==> src/rtl/seg7_scan_display.sv <==
// Multiplexed hex 7-segment driver: double-buffered display data, PWM brightness, guard gap.
// Latency: an/seg/dp are registered, one cycle behind the scan counters; frame_done/pending come straight from registers.
// Backpressure: none; a load is always accepted and takes effect at the next frame boundary.
//
// Ports:
//   clk, rst           clock, asynchronous active-high reset
//   value              hex nibbles, [3:0] = digit 0 (rightmost, an[0])
//   dp_in, blank       per-digit decimal point enable / force dark
//   lzb, brightness    leading-zero blanking enable, duty code
//   load               one-cycle strobe that stages all of the above
//   an, seg, dp        board pins (polarity chosen by ACTIVE_LOW), seg[0]=a .. seg[6]=g
//   pending            staged data waiting for the frame boundary
//   frame_done         high during the last cycle of every frame
module seg7_scan_display #(
    parameter int CLK_HZ     = 100_000_000,
    parameter int SCAN_HZ    = 1000,
    parameter int DIGITS     = 4,
    parameter int BR_W       = 4,
    parameter int GUARD      = 2,
    parameter int ACTIVE_LOW = 1
) (
    input  logic                  clk,
    input  logic                  rst,
    input  logic [4*DIGITS-1:0]   value,
    input  logic [DIGITS-1:0]     dp_in,
    input  logic [DIGITS-1:0]     blank,
    input  logic                  lzb,
    input  logic [BR_W-1:0]       brightness,
    input  logic                  load,
    output logic [DIGITS-1:0]     an,
    output logic [6:0]            seg,
    output logic                  dp,
    output logic                  pending,
    output logic                  frame_done
);

    localparam int   DIV = CLK_HZ / (SCAN_HZ * DIGITS);
    localparam int   TW  = $clog2(DIV + 1);
    localparam int   IW  = (DIGITS > 1) ? $clog2(DIGITS) : 1;
    localparam logic OFF = (ACTIVE_LOW != 0);

    // A slot with no cycles outside the guard gap can never light anything.
    if (DIV <= GUARD) begin : g_div_check
        $error("seg7_scan_display: DIV must exceed GUARD");
    end

    function automatic logic [6:0] hex7(input logic [3:0] n);
        hex7 = 7'h00;
        case (n)
            4'h0: hex7 = 7'h3F;  4'h1: hex7 = 7'h06;  4'h2: hex7 = 7'h5B;  4'h3: hex7 = 7'h4F;
            4'h4: hex7 = 7'h66;  4'h5: hex7 = 7'h6D;  4'h6: hex7 = 7'h7D;  4'h7: hex7 = 7'h07;
            4'h8: hex7 = 7'h7F;  4'h9: hex7 = 7'h6F;  4'hA: hex7 = 7'h77;  4'hB: hex7 = 7'h7C;
            4'hC: hex7 = 7'h39;  4'hD: hex7 = 7'h5E;  4'hE: hex7 = 7'h79;  4'hF: hex7 = 7'h71;
        endcase
    endfunction

    logic [TW-1:0]       tick_q, tick_d;
    logic [IW-1:0]       idx_q, idx_d;
    logic                boundary;

    logic [4*DIGITS-1:0] st_value_q, sh_value_q;
    logic [DIGITS-1:0]   st_dp_q, sh_dp_q, st_blank_q, sh_blank_q;
    logic                st_lzb_q, sh_lzb_q;
    logic [BR_W-1:0]     st_br_q, sh_br_q;
    logic                pending_q, pending_d;

    logic [DIGITS-1:0]   an_q, an_d;
    logic [6:0]          seg_q, seg_d;
    logic                dp_q, dp_d;

    // ---------------- scan counters ----------------
    assign boundary = (tick_q == TW'(DIV - 1)) && (idx_q == IW'(DIGITS - 1));

    always_comb begin
        tick_d = tick_q + TW'(1);
        idx_d  = idx_q;
        if (tick_q == TW'(DIV - 1)) begin
            tick_d = '0;
            idx_d  = (idx_q == IW'(DIGITS - 1)) ? '0 : idx_q + IW'(1);
        end
    end

    // ---------------- staging / shadow ----------------
    // A load on the boundary itself bypasses staging so the very next frame
    // shows it and pending never rises.
    always_comb begin
        pending_d = pending_q;
        if (boundary)  pending_d = 1'b0;
        else if (load) pending_d = 1'b1;
    end

    always_ff @(posedge clk or posedge rst) begin
        if (rst) begin
            tick_q     <= '0;
            idx_q      <= '0;
            pending_q  <= 1'b0;
            st_value_q <= '0;
            st_dp_q    <= '0;
            st_blank_q <= '0;
            st_lzb_q   <= 1'b0;
            st_br_q    <= '0;
            sh_value_q <= '0;
            sh_dp_q    <= '0;
            sh_blank_q <= '0;
            sh_lzb_q   <= 1'b0;
            sh_br_q    <= '1;
        end else begin
            tick_q    <= tick_d;
            idx_q     <= idx_d;
            pending_q <= pending_d;
            if (load) begin
                st_value_q <= value;
                st_dp_q    <= dp_in;
                st_blank_q <= blank;
                st_lzb_q   <= lzb;
                st_br_q    <= brightness;
            end
            if (boundary && load) begin
                sh_value_q <= value;
                sh_dp_q    <= dp_in;
                sh_blank_q <= blank;
                sh_lzb_q   <= lzb;
                sh_br_q    <= brightness;
            end else if (boundary && pending_q) begin
                sh_value_q <= st_value_q;
                sh_dp_q    <= st_dp_q;
                sh_blank_q <= st_blank_q;
                sh_lzb_q   <= st_lzb_q;
                sh_br_q    <= st_br_q;
            end
        end
    end

    // ---------------- digit selection ----------------
    logic [DIGITS:0]   hi_zero;   // hi_zero[k]: nibble k and all above it are zero
    logic [3:0]        nib;
    logic              supp, lit;
    logic [31:0]       win_w;
    logic [DIGITS-1:0] an_ah;
    logic [6:0]        seg_ah;
    logic              dp_ah;

    always_comb begin
        hi_zero         = '0;
        hi_zero[DIGITS] = 1'b1;
        for (int k = DIGITS - 1; k >= 0; k--) begin
            hi_zero[k] = hi_zero[k+1] && (sh_value_q[4*k +: 4] == 4'h0);
        end
        nib   = sh_value_q[4*idx_q +: 4];
        supp  = sh_lzb_q && (idx_q != '0) && hi_zero[idx_q];
        // Lit window end scales the slot length by (code+1)/2^BR_W.
        win_w = ((32'(sh_br_q) + 32'd1) * 32'(DIV)) >> BR_W;
        lit   = (32'(tick_q) >= 32'(GUARD)) && (32'(tick_q) < win_w) && !sh_blank_q[idx_q];

        // Segments follow idx for the whole slot, so they only switch at
        // tick 0, which lies inside the guard gap where all anodes are off.
        an_ah  = lit ? (DIGITS'(1) << idx_q) : '0;
        seg_ah = (sh_blank_q[idx_q] || supp) ? 7'h00 : hex7(nib);
        dp_ah  = sh_dp_q[idx_q] && !sh_blank_q[idx_q];

        an_d  = an_ah ^ {DIGITS{OFF}};
        seg_d = seg_ah ^ {7{OFF}};
        dp_d  = dp_ah ^ OFF;
    end

    always_ff @(posedge clk or posedge rst) begin
        if (rst) begin
            an_q  <= {DIGITS{OFF}};
            seg_q <= {7{OFF}};
            dp_q  <= OFF;
        end else begin
            an_q  <= an_d;
            seg_q <= seg_d;
            dp_q  <= dp_d;
        end
    end

    assign an         = an_q;
    assign seg        = seg_q;
    assign dp         = dp_q;
    assign pending    = pending_q;
    assign frame_done = boundary;

endmodule

==> config.mk <==
export PLATFORM = sky130hd
export DESIGN_NAME = seg7_scan_display
export DESIGN_NICKNAME = d
export VERILOG_FILES = /design/src/rtl/seg7_scan_display.sv
export SDC_FILE = /design/constraint.sdc
export NUM_CORES = 1
export LEC_CHECK = 0
export BUFFER_PORTS_ARGS = -buffer_cell sky130_fd_sc_hd__buf_2
export CAP_MARGIN = 20
export CORE_MARGIN = 4
export CORE_UTILIZATION = 41
export CTS_BUF_LIST = sky130_fd_sc_hd__clkbuf_16
export DETAILED_ROUTE_END_ITERATION = 8
export PLACE_DENSITY_LB_ADDON = 0.1
export SYNTH_ARGS = -nofsm -noshare
export SYNTH_HDL_FRONTEND = slang
export SYNTH_SLANG_ARGS = --single-unit
==> constraint.sdc <==
create_clock -name clk -period 4.5 [get_ports clk]
set_input_delay 0.45 -clock clk [delete_from_list [all_inputs] [get_ports clk]]
set_output_delay 0.45 -clock clk [all_outputs]
set_load 0.03 [all_outputs]
# ---- Word-level counts from Yosys, hierarchy flattened
# Memories as Yosys holds them, arrays and structs flattened.
# Index checks and enable logic that the tools add are counted.
# Widths: inputs -> output; s select.
dict set report totals {
  inputBits 32
  ff_bits 88
  mem_count 1
  mem_bits_ro 112
  word_cells 74
}
dict set report classes {
  n_mul 1
  n_reduce_logical 20
  eq_ne 2
  addsub 3
  bitwise 3
  shift 2
  magnitude_cmp 4
  n_mux 22
}
# name depth width rd rd_ports_with_merged_regs wr line
set memory_table {}
lappend memory_table {{(name not given)} 16 7 1 0 0 49} ;# case (n)
# cell count
set ops {}
lappend ops {{$mux 16} 2}
lappend ops {{$mux 4} 7}
lappend ops {{$mul 5x12->17 const B} 1}
lappend ops {{$logic_not 4->1} 4}
lappend ops {{$lt 15x16->1} 1}
lappend ops {{$shiftx 16x5->4} 1}
lappend ops {{$add 15x1->15 const B} 1}
lappend ops {{$eq 15x15->1 const B} 1}
lappend ops {{$ge 15x2->1 const B} 1}
lappend ops {{$mux 15} 1}
lappend ops {{$logic_and 1x1->1} 11}
lappend ops {{$mux 1} 7}
lappend ops {{$mux 7} 1}
lappend ops {{$not 7->7} 1}
lappend ops {{$bmux 1 s2} 3}
lappend ops {{$reduce_bool 2->1} 3}
lappend ops {{$add 4x1->5 const B} 1}
lappend ops {{$lt 2x4->1 const B} 1}
lappend ops {{$not 4->4} 1}
lappend ops {{$shl 1x2->4 const A} 1}
lappend ops {{$lt 2x3->1 const B} 1}
lappend ops {{$add 2x1->2 const B} 1}
lappend ops {{$eq 2x2->1 const B} 1}
lappend ops {{$mux 2} 1}
lappend ops {{3 further kinds} 3}

# ---- Depth between registers and ports, before layout
# Gate-level depths: netlist of run 1.
dict set report logic_depth {
  depth_word 10
  ltp_mapped 21
  depth_no_buf 21
}

# ---- Worst setup path before layout of run 1
# No wires, ideal clock.
dict set report synth_path {
  path_kind {reg2reg}
  startpoint {reg sh_br_q[0]}
  endpoint {reg an_q[0], in the netlist an[0]}
  setup_time_ns 0.091
  slack_ns -0.033
  path_stages_with_launch 21
  t_required_ns 4.409
  t_arrival_ns 4.442
  cell_sequence {dfstp_2 > ha_1 > xor2_1 > ha_1 > xnor2_1 > ha_1 > ha_1 > ha_1 > a211oi_1 > o21ai_0 > a21oi_1 > o21a_1 > o21ai_0 > xnor2_1 > ha_1 > nand3_1 > nor2_1 > o311ai_0 > nand3_1 > a41oi_1 > o21ai_0}
}
dict set report synth_between {
  elab_chain_len 7
}
# item line
set synth_rtl {}
lappend synth_rtl {{start: declaration} 64} ;# logic [BR_W-1:0] st_br_q, sh_br_q;
lappend synth_rtl {{start signal: assignment} 123} ;# sh_br_q <= brightness;
lappend synth_rtl {{start signal: assignment} 129} ;# sh_br_q <= st_br_q;
lappend synth_rtl {{$add 4x1->5} 152} ;# win_w = ((32'(sh_br_q) + 32'd1) * 32'(DIV)) >> BR_W;
lappend synth_rtl {{$mul 5x12->17} 152}
lappend synth_rtl {{$lt 15x16->1} 153} ;# lit = (32'(tick_q) >= 32'(GUARD)) && (32'(tick_q) < win_w) && !sh_blank_q[idx_q];
lappend synth_rtl {{$logic_and 1x1->1 (2 in a row)} 153}
lappend synth_rtl {{$mux 4} 157} ;# an_ah = lit ? (DIGITS'(1) << idx_q) : '0;
lappend synth_rtl {{$not 4->4 (no source line)} n/a}
lappend synth_rtl {{via an_d[0]} 67} ;# logic [DIGITS-1:0] an_q, an_d;
lappend synth_rtl {{end signal: assignment} 168} ;# an_q <= {DIGITS{OFF}};
lappend synth_rtl {{end signal: assignment} 172} ;# an_q <= an_d;
lappend synth_rtl {{end: declaration} 67}
# The timed path passes the listed nets, and every way through them passes these cells.
# A chain may end at the register's enable or synchronous reset.

# ---- Final worst setup path of run 1
dict set report layout_path {
  startpoint {reg sh_br_q[1]}
  endpoint {reg an_q[1], in the netlist an[1]}
}
# Same word-level chain as after synthesis.

==> impl_metrics.toml, run 1 <==
[critical_path]
crit_type = "reg2reg"
start_kind = "flop"
rrSetupSlack_ps = 20
critPathRequiredTime_ps = 4750
cp_max_fo = 4
cp-end-kind = "flop"
cp.arrival_ps = 4720

[power_and_ir_drop]
p_leak_uw = 0.002997
internal-power_uw = 1233
power.share.clock_pct = 44.1
power_density_nw_per_um2 = 249.2
switching_power_uw = 369.9
p_total_uw = 1603
p_sw_share_pct = 23.08
ir_drop_mv = 0.2209
combPwrFrac_pct = 4.5
p_seq_share_pct = 51.4

[cts]
clk_latency_ps = 340
cts_buffers = 9
cts_tree = "yes"
h-tree-depth = 3
clock_path_buffers = 2
cts.sinks = 88
cts.root.buffer_cell = "clkbuf_16"
clk_pin_slew_ps = 70

[global_route]
grt_pass1_vias = 3511
grt_pass1_wl_um = 17570
grt-ovfl-total = 0
grt_max_degree = 48
grt_usage_pct = 15.26
grt_antenna_before_repair = 0

[run_status]
outcome = "finished, final reports clean"

[floorplan]
initial_core_util_pct = 42.14
ioPinCount = 46
die_area_um2 = 14240
die_y_um = 119.3
die_x_um = 119.3
core-area_um2 = 12060
row_count = 40

[sta]
hold_viol_final = 0
worst_pin_slew_ps = 796.4
max_clock_freq_mhz = 223.4
tns_ps = 0
period_needed_ps = 4477
maxSlewHeadroom_pct = 46.84
fin_crit_sh_pct = 99.48
rsz0062_at_grt = "true"
final_max_slew_viol_count = 0
fin_worst_skew_ps = 7.158
finalSetupViolations = 0

[drt]
first_pass_iters = 4
drc = 0
drt-total-wl_um = 10640
vias_per_cell = 5.076
postRouteAntennaNets = 0
first_iter_violations = 175
vias = 3462
routedWlPerCell_um = 15.60

[logic_synthesis]
synth_cell_types = 53
synth.avg_cell_area_um2 = 12.07
synth-main-ff-cell = "dfrtp_1"
synth_top_cell_by_area = "dfrtp_1"
synth_edf_count = 0
syn-cell-area_um2 = 5082
async_flop_share_pct = 100.0
synth_area_leaders = "dfrtp_1 (35%), ha_1 (14%), dfstp_2 (8.3%), mux2_4 (7.7%), mux2_2 (6.6%)"
syn-num-nets = 511
ys_ff_latch = 88
ys_seq_area_share_pct = 43.72
ys_warn_count = 0
synthCells = 421
synth_top_cell_area_share_pct = 35.45

[finish]
fin_area_um2 = 6432
antenna-diode-count = 0
multiInputGateArea_um2 = 3069
syn_to_final_growth_pct = 26.56
drive_above_1_share_pct = 44.55
fill_cells = 1047
nets = 599
seq_area_um2 = 2222

[hold_path]
min_path_type = "in2async"

[placement]
port-buffer-count = 45
place_area_um2 = 5674
hpwl_um = 7595
gp_congestion = 0.8409

[run]
max-cap-violations = 0
cell usage after synthesis, types with 4 or more instances:
library cell / n
a21oi_1: 17
xnor2_1: 11
xor2_1: 14
or3_1: 4
nand3_1: 9
inv_1: 21
nor2b_1: 4
dfrtp_1: 72
nand2b_1: 5
dfstp_2: 16
mux4_2: 7
o21ai_0: 20
nor4_1: 6
nor2_1: 25
nand2_1: 16
mux2_4: 26
mux2_2: 30
ha_1: 57
nor3_1: 4
through the flow:
step	worst slack [ps]	util (%)	std cells	hold slack, ps
after floorplan	49.51	-	421	469.4
after global placement	-139.1	47.04	651	480.7
after detailed placement	-296.2	47.04	651	486.1
after CTS	0.2638	51.27	677	252.5
after global routing	-165.9	53.33	682	291.7
final	23.21	53.33	682	228.9
area by class of cell:
class	count	area share (%)
well taps	168	3.268
clock inverters	7	0.8559
clock buffers	9	3.501
repair buffers	87	8.870
multi-input cells	302	47.71
inverters	21	1.245
flip-flops and latches	88	34.55
cell usage in the layout (no fill, tap or decap), types with 7 or more instances in the layout:
master | netlist | final
a21oi_1 | 17 | 15
buf_2 | 2 | 45
buf_4 | 0 | 34
buf_6 | 3 | 8
clkbuf_16 | 0 | 9
dfrtp_1 | 72 | 72
dfstp_2 | 16 | 16
ha_1 | 57 | 40
ha_4 | 0 | 17
inv_1 | 21 | 17
mux2_2 | 30 | 30
mux2_4 | 26 | 26
mux4_2 | 7 | 7
nand2_1 | 16 | 16
nand3_1 | 9 | 8
nor2_1 | 25 | 24
o21ai_0 | 20 | 11
xnor2_1 | 11 | 10
xor2_1 | 14 | 11
critical path: stages, from the launching register on:
cell      delay (ps)
dfstp_2          570
ha_4             180
xor2_4           240
ha_4             170
xnor2_1           70
ha_1             340
ha_4             260
ha_4             230
a211oi_4         270
o21ai_2          110
a21oi_2          160
o21a_1           210
nor4_2            50
a311oi_1         280
ha_1             310
nand4_1          110
nor2_2            70
a221oi_2         230
nand3_1          120
a41oi_2          210
buf_6            150
o21ai_2           60
power by group through the flow:
| stage | registers [uW] | clock network, uW | logic (uW) |
|---|---|---|---|
| floorplan | 836 | 0 | 48.9 |
| global placement | 837 | 0 | 73.6 |
| detailed placement | 838 | 0 | 74.4 |
| CTS | 824 | 726 | 75.4 |
| global route | 825 | 759 | 82.4 |
| finish | 823 | 707 | 72.8 |
state kept, by name (all words and copies together), names as in the netlist:
| signal | cells |
|---|---|
| sh_br_q | 4 |
| idx_q | 2 |
| dp | 1 |
| st_br_q | 4 |
| sh_blank_q | 4 |
| st_blank_q | 4 |
| seg | 7 |
| sh_dp_q | 4 |
| sh_value_q | 16 |
| st_dp_q | 4 |
| sh_lzb_q | 1 |
| tick_q | 15 |
| an | 4 |
| st_lzb_q | 1 |
| st_value_q | 16 |
| pending | 1 |
what timing repair did:
| item | in CTS | in global routing |
|---|---|---|
| gates resized for setup | 25 | 41 |
| hold buffers | 0 | 0 |
| setup buffers | 10 | 6 |
| gates cloned | 0 | 0 |
| pin swaps | 15 | 29 |
| setup endpoints to repair | 4 | 4 |
kinds of logic (layout without fill, tap and decap cells):
logic type                 after synthesis  after routing  synth area share (%)
DFF                                     88             88                 43.72
muxes                                   64             64                 17.63
buffers and inverters                   31            124                 2.782
AOI/OAI and AO/OA                       65             65                 8.075
and+or+nand+nor                         90             90                 9.060
adders and majority gates               58             58                 14.43
xor gates and xnor gates                25             25                 4.308
per-layer routing:
layer	share of wire (%)	vias up	GRT usage, %
li1	-	1694	-
met1	51	1710	22.70
met2	45	51	22.89
met3	2.9	7	3.039
met4	0.85	0	3.651
met5	0	-	0
path summary, 6_finish.rpt:
kind	from	depth (start not counted)	endpoint
hold / removal	rst	2	st_br_q[0]
setup / recovery	sh_br_q[1]	21	an[1]
max in group asynchronous	rst	3	an[1]
min in group clk	brightness[2]	2	st_br_q[2]
hold reg to reg	st_dp_q[2]	1	st_dp_q[2]
setup reg to reg	sh_br_q[1]	21	an[1]
Note: power is estimated with default switching activity, not from simulation.
==> run 2: changes to the inputs <==
--- a/config.mk
+++ b/config.mk
@@ -12,6 +12,8 @@
 export CTS_BUF_LIST = sky130_fd_sc_hd__clkbuf_16
 export DETAILED_ROUTE_END_ITERATION = 8
 export PLACE_DENSITY_LB_ADDON = 0.1
+export RECOVER_POWER = 100
 export SYNTH_ARGS = -nofsm -noshare
 export SYNTH_HDL_FRONTEND = slang
 export SYNTH_SLANG_ARGS = --single-unit
+export TNS_END_PERCENT = 1
==> run 2 against run 1 <==
The flow now finishes with violations (capacitance limit, slew limit). Maximum frequency fell by 0.13%. Non-clock buffer count did not move. Sequential power barely moved. Final cell count did not move. Combinational power fell by 10%. Utilization fell by 1.1 points. Critical endpoint unchanged. Largest cell class unchanged.
==> impl_metrics.toml, run 2 (synthesis gave the netlist of run 1 again) <==
[placement]
gp_congestion = 0.8409
dp_slack_ps = -296.2
hpwl_um = 7595
place_area_um2 = 5674
port-buffer-count = 45

[cts]
hold_buffers = 0
clock_path_buffers = 2
clk_latency_ps = 340
cts.sinks = 88
cts_buffers = 9
h-tree-depth = 3
cts_tree = "yes"
cts.root.buffer_cell = "clkbuf_16"
clk_pin_slew_ps = 70

[floorplan]
initial_core_util_pct = 42.14
die_x_um = 119.3
ioPinCount = 46
die_y_um = 119.3
row_count = 40
die_area_um2 = 14240
core-area_um2 = 12060

[critical_path]
critical_path.top_delay_family = "compound AO/OA/AOI/OAI gates"
crit_buf_inv = 1
path_cells = "ha_4 > xor2_4 > ha_4 > xnor2_1 > ha_1 > ha_4 > ha_4 > a211oi_4 > o21ai_2 > a21oi_2 > o21a_1 > nor4_2 > a311oi_1 > ha_1 > nand4_1 > nor2_2 > a221oi_2 > nand3_1 > a41oi_2 > buf_6 > o21ai_2"
crit_slowest_cell = "dfstp_2"
cp_max_fo = 4
cp-end-kind = "flop"
timing.rr.start = "sh_br_q[1]"
critPathRequiredTime_ps = 4740
cp_common_cell = "ha_4"
rr_worst_depth = 21
cp_num_cells = 21
crit_type = "reg2reg"
slowest_delay_ps = 570
rrSetupSlack_ps = 20
timing.rr.end = "an[1]"
start_kind = "flop"
cp.arrival_ps = 4730

[drt]
first_pass_iters = 4
postRouteAntennaNets = 0
first_iter_violations = 165
drt-total-wl_um = 10620
drc = 0
vias_per_cell = 5.066
vias = 3455
routedWlPerCell_um = 15.57

[finish]
syn_to_final_growth_pct = 23.98
final_common_cell = "dfrtp_1"
fin_area_um2 = 6301
final_cell_mix = "dfrtp_1 (72), mux2_1 (49), ha_1 (40)"
utilization_pct = 52.24
drive_above_1_share_pct = 31.32
nets = 599
antenna-diode-count = 0
top_regs = "sh_value_q: 16 flops, st_value_q: 16 flops, tick_q: 15 flops"

[sta]
finalSetupViolations = 0
max_clock_freq_mhz = 223.1
fin_ws_ps = 17.30
period_needed_ps = 4483
fin_worst_skew_ps = 9.793
maxSlewHeadroom_pct = -43.22
worst_pin_slew_ps = 2148
final_max_slew_viol_count = 155
hold_viol_final = 0
fin_crit_sh_pct = 99.62
rsz0062_at_grt = "true"
tns_ps = 0

[power_and_ir_drop]
internal-power_uw = 1227
combPwrFrac_pct = 4.1
p_sw_share_pct = 22.87
p_seq_share_pct = 51.7
power.share.clock_pct = 44.2
p_total_uw = 1590
p_leak_uw = 0.002872
switching_power_uw = 363.7
ir_drop_mv = 0.2214
power_density_nw_per_um2 = 252.4

[run_status]
outcome = "finished, violations left"
violations = "capacitance limit, slew limit"

[global_route]
grt_pass1_wl_um = 17570
grt_usage_pct = 15.26
grt_pass1_vias = 3511
grt_max_degree = 48
grt_antenna_before_repair = 0
grt-ovfl-total = 0

[hold_path]
whs_path_depth = 2
hold_end = "st_value_q[7]"
min_from = "value[7]"
min_path_type = "in2reg"

[run]
max-cap-violations = 4
[run 2: cell types whose count changed in the layout (fill, tap and decap cells not counted), moves of 2 or more]
| cell | delta |
|---|---|
| mux2_2 | -23 |
| buf_2 | -15 |
| clkbuf_1 | +17 |
| mux2_1 | +49 |
| and2_1 | -2 |
| mux2_4 | -26 |
| buf_4 | -2 |
| and2_0 | +2 |
[run 2: worst reg2reg max path: stages (launching register included)]
cell      delay, ps
dfstp_2         570
ha_4            180
xor2_4          240
ha_4            170
xnor2_1          70
ha_1            340
ha_4            260
ha_4            230
a211oi_4        270
o21ai_2         110
a21oi_2         160
o21a_1          210
nor4_2           50
a311oi_1        280
ha_1            310
nand4_1         110
nor2_2           70
a221oi_2        240
nand3_1         120
a41oi_2         200
buf_6           150
o21ai_2          60
[run 2: through the flow]
| step | cells | hold slack (ps) |
|---|---|---|
| final | 682 | 350.4 |
| after global routing | 682 | 346.6 |
| after CTS | 677 | 252.5 |
| after detailed placement | 651 | 486.1 |
| after global placement | 651 | 480.7 |
| after floorplan | 421 | 469.4 |
[run 2: power groups by stage]
stage,clock network [uW],logic [uW],registers (uW)
2_1_floorplan,0,48.9,836
3_3_place_gp,0,73.6,837
3_5_place_dp,0,74.4,838
4_1_cts,726,75.4,824
5_1_grt,759,74.7,825
6_report,702,65.2,823
[run 2: per-layer routing]
metal / wire length (um) / GRT usage, % / up-vias
met5: 0 / 0 / -
met4: 76 / 3.651 / 0
met3: 310 / 3.039 / 5
met2: 4780 / 22.89 / 55
met1: 5450 / 22.70 / 1704
li1: - / - / 1691
[run 2: worst max path at each step]
stage | start | to | slack [ps]
6_report | sh_br_q[1] | an[1] | 20
3_3_place_gp | sh_br_q[0] | an[1] | -140
3_5_place_dp | sh_br_q[0] | an[1] | -300
5_1_grt | sh_br_q[1] | an[1] | -170
4_1_cts | sh_br_q[1] | an[1] | 0.3
2_1_floorplan | sh_br_q[0] | an[0] | 50
[run 2: repair_timing]
item | in CTS | in global routing
endpoints found under the setup margin | 4 | 4
gates resized for setup | 25 | 41
buffers inserted | 10 | 6
gates cloned | 0 | 0
pin swaps | 15 | 29
[run 2: layout make-up]
class                           instances  area [um2]
Multi-Input combinational cell        302        2964
Fill cell                            1072        5761
Tap cell                              168       210.2
Timing Repair Buffer                   87       544.3
Inverter                               21       80.08
Clock inverter                          7       55.05
Sequential cell                        88        2222
Clock buffer                            9       225.2
